`src/rtl/pc_gen.sv`:
```
// rtl/pc_gen.sv - registered MIPS program-counter generator with vectors and stall
//
// Owns the PC register. Also extends the immediate, forms the branch, jump and
// jump-register targets, and takes the interrupt and exception vectors.
// PC[31] is the supervisor bit.
//
// Ports:
//   clk          rising-edge clock
//   reset        asynchronous active-low reset
//   stall        1 = hold pc/epc, force epc_we low, only latch irq
//   pc_src       0 seq, 1 branch, 2 jump, 3 jr, 4 exception (5..7 = seq)
//   branch_cond  branch taken qualifier for pc_src = 1
//   imm          instruction immediate (IMM_W bits)
//   ext_op       1 = sign-extend, 0 = zero-extend
//   lu_op        1 = immediate placed in the upper bits of ext_out
//   jump_target  J/JAL 26-bit target field
//   jr_addr      register operand for JR/JALR
//   irq          level interrupt request
//   pc           current PC (registered)
//   pc_plus4     {pc[31], pc[30:0]+4} (combinational)
//   ext_out      extended immediate (combinational)
//   con_ba       branch target (combinational)
//   epc          saved return address (registered)
//   epc_we       one-cycle pulse after epc is written
//   irq_pending  latched interrupt not yet taken (registered)

module pc_gen #(
  parameter int          IMM_W     = 16,
  parameter logic [31:0] RESET_VEC = 32'h8000_0000,
  parameter logic [31:0] ILLOP_VEC = 32'h8000_0004,
  parameter logic [31:0] XADR_VEC  = 32'h8000_0008
) (
  input  logic             clk,
  input  logic             reset,
  input  logic             stall,
  input  logic [2:0]       pc_src,
  input  logic             branch_cond,
  input  logic [IMM_W-1:0] imm,
  input  logic             ext_op,
  input  logic             lu_op,
  input  logic [25:0]      jump_target,
  input  logic [31:0]      jr_addr,
  input  logic             irq,
  output logic [31:0]      pc,
  output logic [31:0]      pc_plus4,
  output logic [31:0]      ext_out,
  output logic [31:0]      con_ba,
  output logic [31:0]      epc,
  output logic             epc_we,
  output logic             irq_pending
);

  typedef enum logic [2:0] {
    SRC_SEQ = 3'd0,
    SRC_BR  = 3'd1,
    SRC_J   = 3'd2,
    SRC_JR  = 3'd3,
    SRC_EXC = 3'd4
  } pc_src_e;

  logic [31:0] ext;
  logic [31:0] jmp_tgt;
  logic [31:0] jr_tgt;
  logic        take_irq;

  logic [31:0] pc_nxt;
  logic [31:0] epc_nxt;
  logic        epc_we_nxt;
  logic        irq_pending_nxt;

  // Immediate extension. The branch offset always uses the sign/zero form;
  // the LUI form only appears on ext_out.
  assign ext     = ext_op ? {{(32-IMM_W){imm[IMM_W-1]}}, imm}
                          : {{(32-IMM_W){1'b0}}, imm};
  assign ext_out = lu_op ? {imm, {(32-IMM_W){1'b0}}} : ext;

  // The increment and branch add are 31 bits wide, so they wrap inside the
  // current mode and can never flip the supervisor bit.
  assign pc_plus4 = {pc[31], pc[30:0] + 31'd4};
  assign con_ba   = {pc[31], pc_plus4[30:0] + {ext[28:0], 2'b00}};

  assign jmp_tgt = {pc_plus4[31:28], jump_target, 2'b00};

  // User code may not enter supervisor mode through JR. Supervisor code may
  // leave it.
  assign jr_tgt = pc[31] ? jr_addr : {1'b0, jr_addr[30:0]};

  assign take_irq = (irq | irq_pending) & ~pc[31];

  always_comb begin
    pc_nxt          = pc;
    epc_nxt         = epc;
    epc_we_nxt      = 1'b0;
    // An irq that is not taken this cycle is remembered. This covers stalls,
    // supervisor mode, and losing to an exception.
    irq_pending_nxt = irq_pending | irq;

    if (!stall) begin
      if (pc_src == SRC_EXC) begin
        pc_nxt     = XADR_VEC;
        epc_nxt    = pc_plus4;
        epc_we_nxt = 1'b1;
      end else if (take_irq) begin
        pc_nxt          = ILLOP_VEC;
        epc_nxt         = pc_plus4;
        epc_we_nxt      = 1'b1;
        irq_pending_nxt = 1'b0;
      end else begin
        case (pc_src)
          SRC_BR:  pc_nxt = branch_cond ? con_ba : pc_plus4;
          SRC_J:   pc_nxt = jmp_tgt;
          SRC_JR:  pc_nxt = jr_tgt;
          default: pc_nxt = pc_plus4;
        endcase
      end
    end
  end

  always_ff @(posedge clk or negedge reset) begin
    if (!reset) begin
      pc          <= RESET_VEC;
      epc         <= 32'h0;
      epc_we      <= 1'b0;
      irq_pending <= 1'b0;
    end else begin
      pc          <= pc_nxt;
      epc         <= epc_nxt;
      epc_we      <= epc_we_nxt;
      irq_pending <= irq_pending_nxt;
    end
  end

endmodule
```
`config.mk`:
```
export PLATFORM = sky130hd
export DESIGN_NAME = pc_gen
export DESIGN_NICKNAME = d
export VERILOG_FILES = /design/src/rtl/pc_gen.sv
export SDC_FILE = /design/constraint.sdc
export NUM_CORES = 1
export LEC_CHECK = 0
export BUFFER_PORTS_ARGS = -buffer_cell sky130_fd_sc_hd__buf_2
export CORE_ASPECT_RATIO = 1.4
export CORE_UTILIZATION = 50
export DETAILED_ROUTE_END_ITERATION = 16
export GPL_ROUTABILITY_DRIVEN = 0
export MAX_ROUTING_LAYER = met4
export PLACE_DENSITY_LB_ADDON = 0.05
export SLEW_MARGIN = 20
export SYNTH_ARGS = -nofsm -noshare
export SYNTH_HDL_FRONTEND = slang
export SYNTH_SLANG_ARGS = --single-unit
export TNS_END_PERCENT = 5
```
`constraint.sdc`:
```
create_clock -name clk -period 10.97 [get_ports clk]
set_clock_uncertainty 0.1 [all_clocks]
set_input_delay 1.097 -clock clk [delete_from_list [all_inputs] [get_ports clk]]
set_output_delay 1.097 -clock clk [all_outputs]
set_load 0.005 [all_outputs]
```
== After elaboration in Yosys (flattened, before gate mapping) ==
Index checks and enable logic that the tools add are counted.

* Output and inout bits: 162
* Logic and storage cells: 36
* Input bits: 84
* Flip-flop bits (word level): 66

* Equal/unequal tests: 6
* Reductions and logical operators: 4
* Muxes and demuxes: 15
* Bitwise operators: 4
* Add/subtract/negate cells: 2

{| class="wikitable"
|+ Operator list
! operator !! number
|-
| 2-to-1 mux 32 bit || 7
|-
| one-hot mux 32 bit (3 select lines) || 1
|-
| adder 31 x 3 -> 31 bit, second input constant || 1
|-
| adder 31 bit || 1
|-
| 2-to-1 mux 31 bit || 1
|-
| == test 3 x 2 -> 1 bit, second input constant || 2
|-
| 2-to-1 mux 1 bit || 6
|-
| inequality test 3 bit, second input constant || 2
|-
| AND reduction 4 bit || 1
|-
| == test 3 x 1 -> 1 bit, second input constant || 1
|-
| == test 3 bit, second input constant || 1
|-
| nonzero test 3 bit || 1
|-
| inverter 1 bit || 2
|-
| AND reduction 2 bit || 1
|-
| nonzero test 2 bit || 1
|-
| bitwise AND 1 bit || 1
|-
| OR 1 bit || 1
|}

== Depth between registers and ports, before layout ==
* Word-level depth: 6
* Gate-level depth with buffers: 19

== Least setup slack after synthesis ==
Ideal clock, no wire load.

* Path type: register to output
* From: reg pc[2]
* To: out con_ba[28]
* Arrival time: 3.243 ns
* Path slack: 6.530 ns
* Path buffers: 0
* Cell stages (with the launch flop): 16
* Path through: dfrtp_1 > inv_1 > nor3_1 > nand2_1 > nor3_2 > nand2_1 > xnor2_1 > ha_1 > a21o_1 > a21o_1 > a21oi_1 > o21ai_0 > a21o_1 > a21oi_1 > o41ai_2 > xor2_1

* Word-level cells in the longest chain between the ends: 2

{| class="wikitable"
|+ RTL lines
! item !! RTL line !! source
|-
| start: declaration || 44 || <nowiki>output logic [31:0] pc,</nowiki>
|-
| start signal: assignment || 126 || <nowiki>pc <= pc_nxt;</nowiki>
|-
| adder 31 x 3 -> 31 bit || 79 || <nowiki>assign pc_plus4 = {pc[31], pc[30:0] + 31'd4};</nowiki>
|-
| via pc_plus4[2] || 45 || <nowiki>output logic [31:0] pc_plus4,</nowiki>
|-
| adder 31 bit || 80 || <nowiki>assign con_ba = {pc[31], pc_plus4[30:0] + {ext[28:0], 2'b00}};</nowiki>
|-
| end: declaration || 47 || <nowiki>output logic [31:0] con_ba,</nowiki>
|}

The timed path passes the listed nets, and every way through them passes these cells.

== Worst setup path in the final report ==
* From: reg pc[2]
* To: out con_ba[28]

* Word-level cells in the longest chain between the ends: 2

{| class="wikitable"
|+ RTL lines
! item !! RTL line
|-
| adder 31 x 3 -> 31 bit || 79
|-
| adder 31 bit || 80
|}

No other way between the ends.

==> results by group <==
Synthesis
  – Synth unique cells: 53
  – Largest cells by area after synthesis: dfrtp_1 (31%), nand2_1 (10%), ha_1 (7.8%), xnor2_1 (5.3%), a222oi_1 (4.0%)
  – Post-Syn Nets: around 770
  – Ys async rst share: 1.00
  – Synth warn: 0
  – Post-synth top area cell: dfrtp_1
  – Syn Inst Count: 653
  – Sequential element share of the synthesized area: 0.314
  – #FFs+latches synth: 66
  – Mapped Area: between 5000 and 6000 um^2
  – Yosys top cell area share: 0.309
  – Mean Syn Cell Area: 8.06 um^2
  – Post-synth EDFFs: 0
  – Primary FF master, synth: dfrtp_1

Floorplan
  – Die area: around 11,000 um^2
  – Initial Util: 0.512
  – Die span in y: roughly 120 um
  – Die W: approximately 89 um
  – # rows: 44
  – CORE AREA: roughly 10,000 um^2
  – Io pins: roughly 250

Run status
  – Outcome: finished, final reports clean

Clock tree
  – Total CTS buffers: 9
  – Clock Sinks: 66
  – Root Buffer: clkbuf_16
  – Clock latency on the worst-skew pair: roughly 340 ps
  – Hold_buf cts: 0
  – Clk slew on worst S/H paths: about 60 ps
  – CTS tree: built
  – Postcts setup bufs: 0
  – Post-CTS resize count: 0
  – H-tree depth: 3
  – Clk buf depth: 2

Timing
  – Worst-margin pin slew: 1040 ps
  – Final hold vios: 0
  – Setup_tns: 0 ps
  – Slew Limit Fails: 0
  – Fmax: approximately 0.18 GHz
  – Tcrit/Tclk final: 0.509
  – Slew margin rel.: 0.302
  – Unrepaired setup endpoints after global routing: false
  – Setup violators final: 0
  – Clock period minus worst slack: 5580 ps

Critical path
  – CP endpoint kind: output port
  – CP bufs+invs: 2
  – WP data arrival: roughly 4400 ps
  – Crit start category: register
  – Crit-path most repeated cell: a21o_1
  – Slowest stage delay, CP: 500 ps
  – Worst-path maximum fanout: 6
  – WP data required: 9770 ps
  – Crit Path Class: register to output port
  – Critical-path cell list: inv_1 > nor3_1 > nand2_1 > nor3_2 > nand2_1 > xnor2_1 > ha_1 > a21o_1 > a21o_1 > a21oi_1 > o21ai_0 > a21o_1 > a21oi_1 > o41ai_2 > xor2_1 > buf_2
  – Crit path max-delay family: simple AND/OR/NAND/NOR gates
  – Slowest cell on crit path: nor3_1

Placement
  – Port buffer count: 245
  – Placed standard-cell area: between 6000 and 7000 um^2
  – DP HPWL: 14.4 mm

Detailed routing
  – Routed len/inst: between 15 and 20 um
  – Detailed-router iteration count before antenna repair: 5
  – DRC Markers: 0
  – Via count: slightly below 6,000
  – Initial DRC Count: 460
  – Post-DRT Antenna Nets: 0
  – Wirelength, routed: 18.9 mm
  – DR vias/cell: approximately 5.9

Cells and area
  – Antenna Diode Count: 0
  – Fill count: between 900 and 1,000
  – Fin nets: 987
  – Design Area, Final: 6860 um^2
  – Layout cells sized above 1: 0.317
  – Synth-to-layout area growth: 30.2%

Power and ir drop
  – Leakage Power: ~3.8 nW
  – Overall power: between 0.001 and 0.0015 W
  – VDD IR max: between 100 and 150 uV
  – PD cells: approximately 190 nW/um^2

Min path
  – Worst hold path class: register to register

Global routing
  – Initial antenna violation count: 0
  – Vias in the first global route: 5,450
  – Largest net degree at the start of global routing: 67
  – Gr usage total: 0.357
  – Gr ovfl total: 0
  – First-pass GRT wire length: 28.3 mm

Run
  – Max Cap Viol: 0
-- synth_stat cells (18+ instances only) --
master      n
nand2_1   144
o21ai_0    36
xor2_1     23
ha_1       33
a222oi_1   21
a21o_1     19
a21oi_1    32
nor2b_1    18
clkbuf_1   30
nor2_1     38
dfrtp_1    65
xnor2_1    32
inv_1      21
-- metrics by stage --
step	util	cells	hold WS (ps)	worst slack, ps
floorplan	-	653	370	6530
global placement	0.631	996	352	5910
detailed placement	0.632	996	359	5770
CTS	0.666	1012	374	5380
global route	0.666	1012	396	5030
finish	0.666	1012	375	5390
-- worst paths after layout --
path,start,end,slack (ps),depth (start not counted)
setup reg to reg,pc[2]$_DFFE_PN0N_,pc[29]$_DFFE_PN0N_,6470,17
hold reg to reg,epc[19]$_DFFE_PN0P_,epc[19]$_DFFE_PN0P_,380,2
setup / recovery,pc[2]$_DFFE_PN0N_,con_ba[28],5390,16
max in group asynchronous,reset,pc[16]$_DFFE_PN0N_,9340,2
hold / removal,epc[19]$_DFFE_PN0P_,epc[19]$_DFFE_PN0P_,380,2
min in group asynchronous,reset,epc[27]$_DFFE_PN0P_,860,2
-- per-layer routing --
layer  part of all wire  routed length (um)  global-route usage  up-vias
li1                   -                   -                   -     2757
met1               0.38                7130               0.404     2794
met2               0.50                9480               0.588      316
met3              0.068                1290              0.0541       77
met4              0.052                 981               0.220        0
met5                  0                   0                   -        -
-- area by class of cell --
type | instances | area [um^2] | share of cell area
clock buffer | 9 | 225 | 0.0329
clock inverter | 7 | 126 | 0.0184
inverter | 21 | 78.8 | 0.0115
multi-input combinational | 524 | 3360 | 0.490
sequential | 66 | 1650 | 0.241
tap | 138 | 173 | 0.0252
timing repair buffer | 247 | 1240 | 0.181
-- cells by family after synthesis --
group / count (synthesis) / synth area share
fa+ha+maj: 34 / 0.0822
buf+inv: 63 / 0.0499
xor+xnor: 55 / 0.0915
compound gates: 174 / 0.239
flops: 66 / 0.314
simple gates: 261 / 0.224
-- worst reg2reg max path: stages (launching register included) --
cell,delay (ps)
dfrtp_1,430
inv_1,130
nor3_1,500
nand2_1,200
nor2_1,260
nand2_1,100
xnor2_1,350
ha_1,390
a21oi_1,320
nand2_1,90
a21oi_1,160
a21oi_1,90
a31oi_2,210
a31oi_1,170
a31oi_1,230
xnor2_1,140
a211o_1,270
a32o_1,250
-- flip-flops by register name (all words and copies together), names as in the netlist --
name and flops:
irq_pending 1, epc 32, pc 32, epc_we 1
-- power by group --
part / internal, W / switching, W / total [W]
Combinational: 0.000240 / 0.000326 / 0.000566
Sequential: 0.000307 / 0.0000570 / 0.000364
Clock: 0.000224 / 0.000116 / 0.000340
-- placed cells by master (no fill, tap or decap), drive strengths merged, types with 2 or more instances in the layout --
master / instances
inv: 22
nand4: 14
o21a: 2
and3: 7
bufinv: 3
a211o: 2
a222oi: 21
a21boi: 6
a22oi: 2
a221o: 16
nand2b: 3
o41ai: 2
nor2: 38
a21oi: 34
a21o: 19
clkinv: 2
o21ai: 42
a22o: 4
xnor2: 32
o211ai: 4
ha: 33
and2: 4
o21bai: 4
dfrtp: 65
nand3: 16
and4: 2
xor2: 23
a221oi: 2
clkbuf: 9
or2: 3
nor2b: 18
a31oi: 10
nor3: 7
buf: 247
nand2: 145
(Power assumes the default switching activity.)
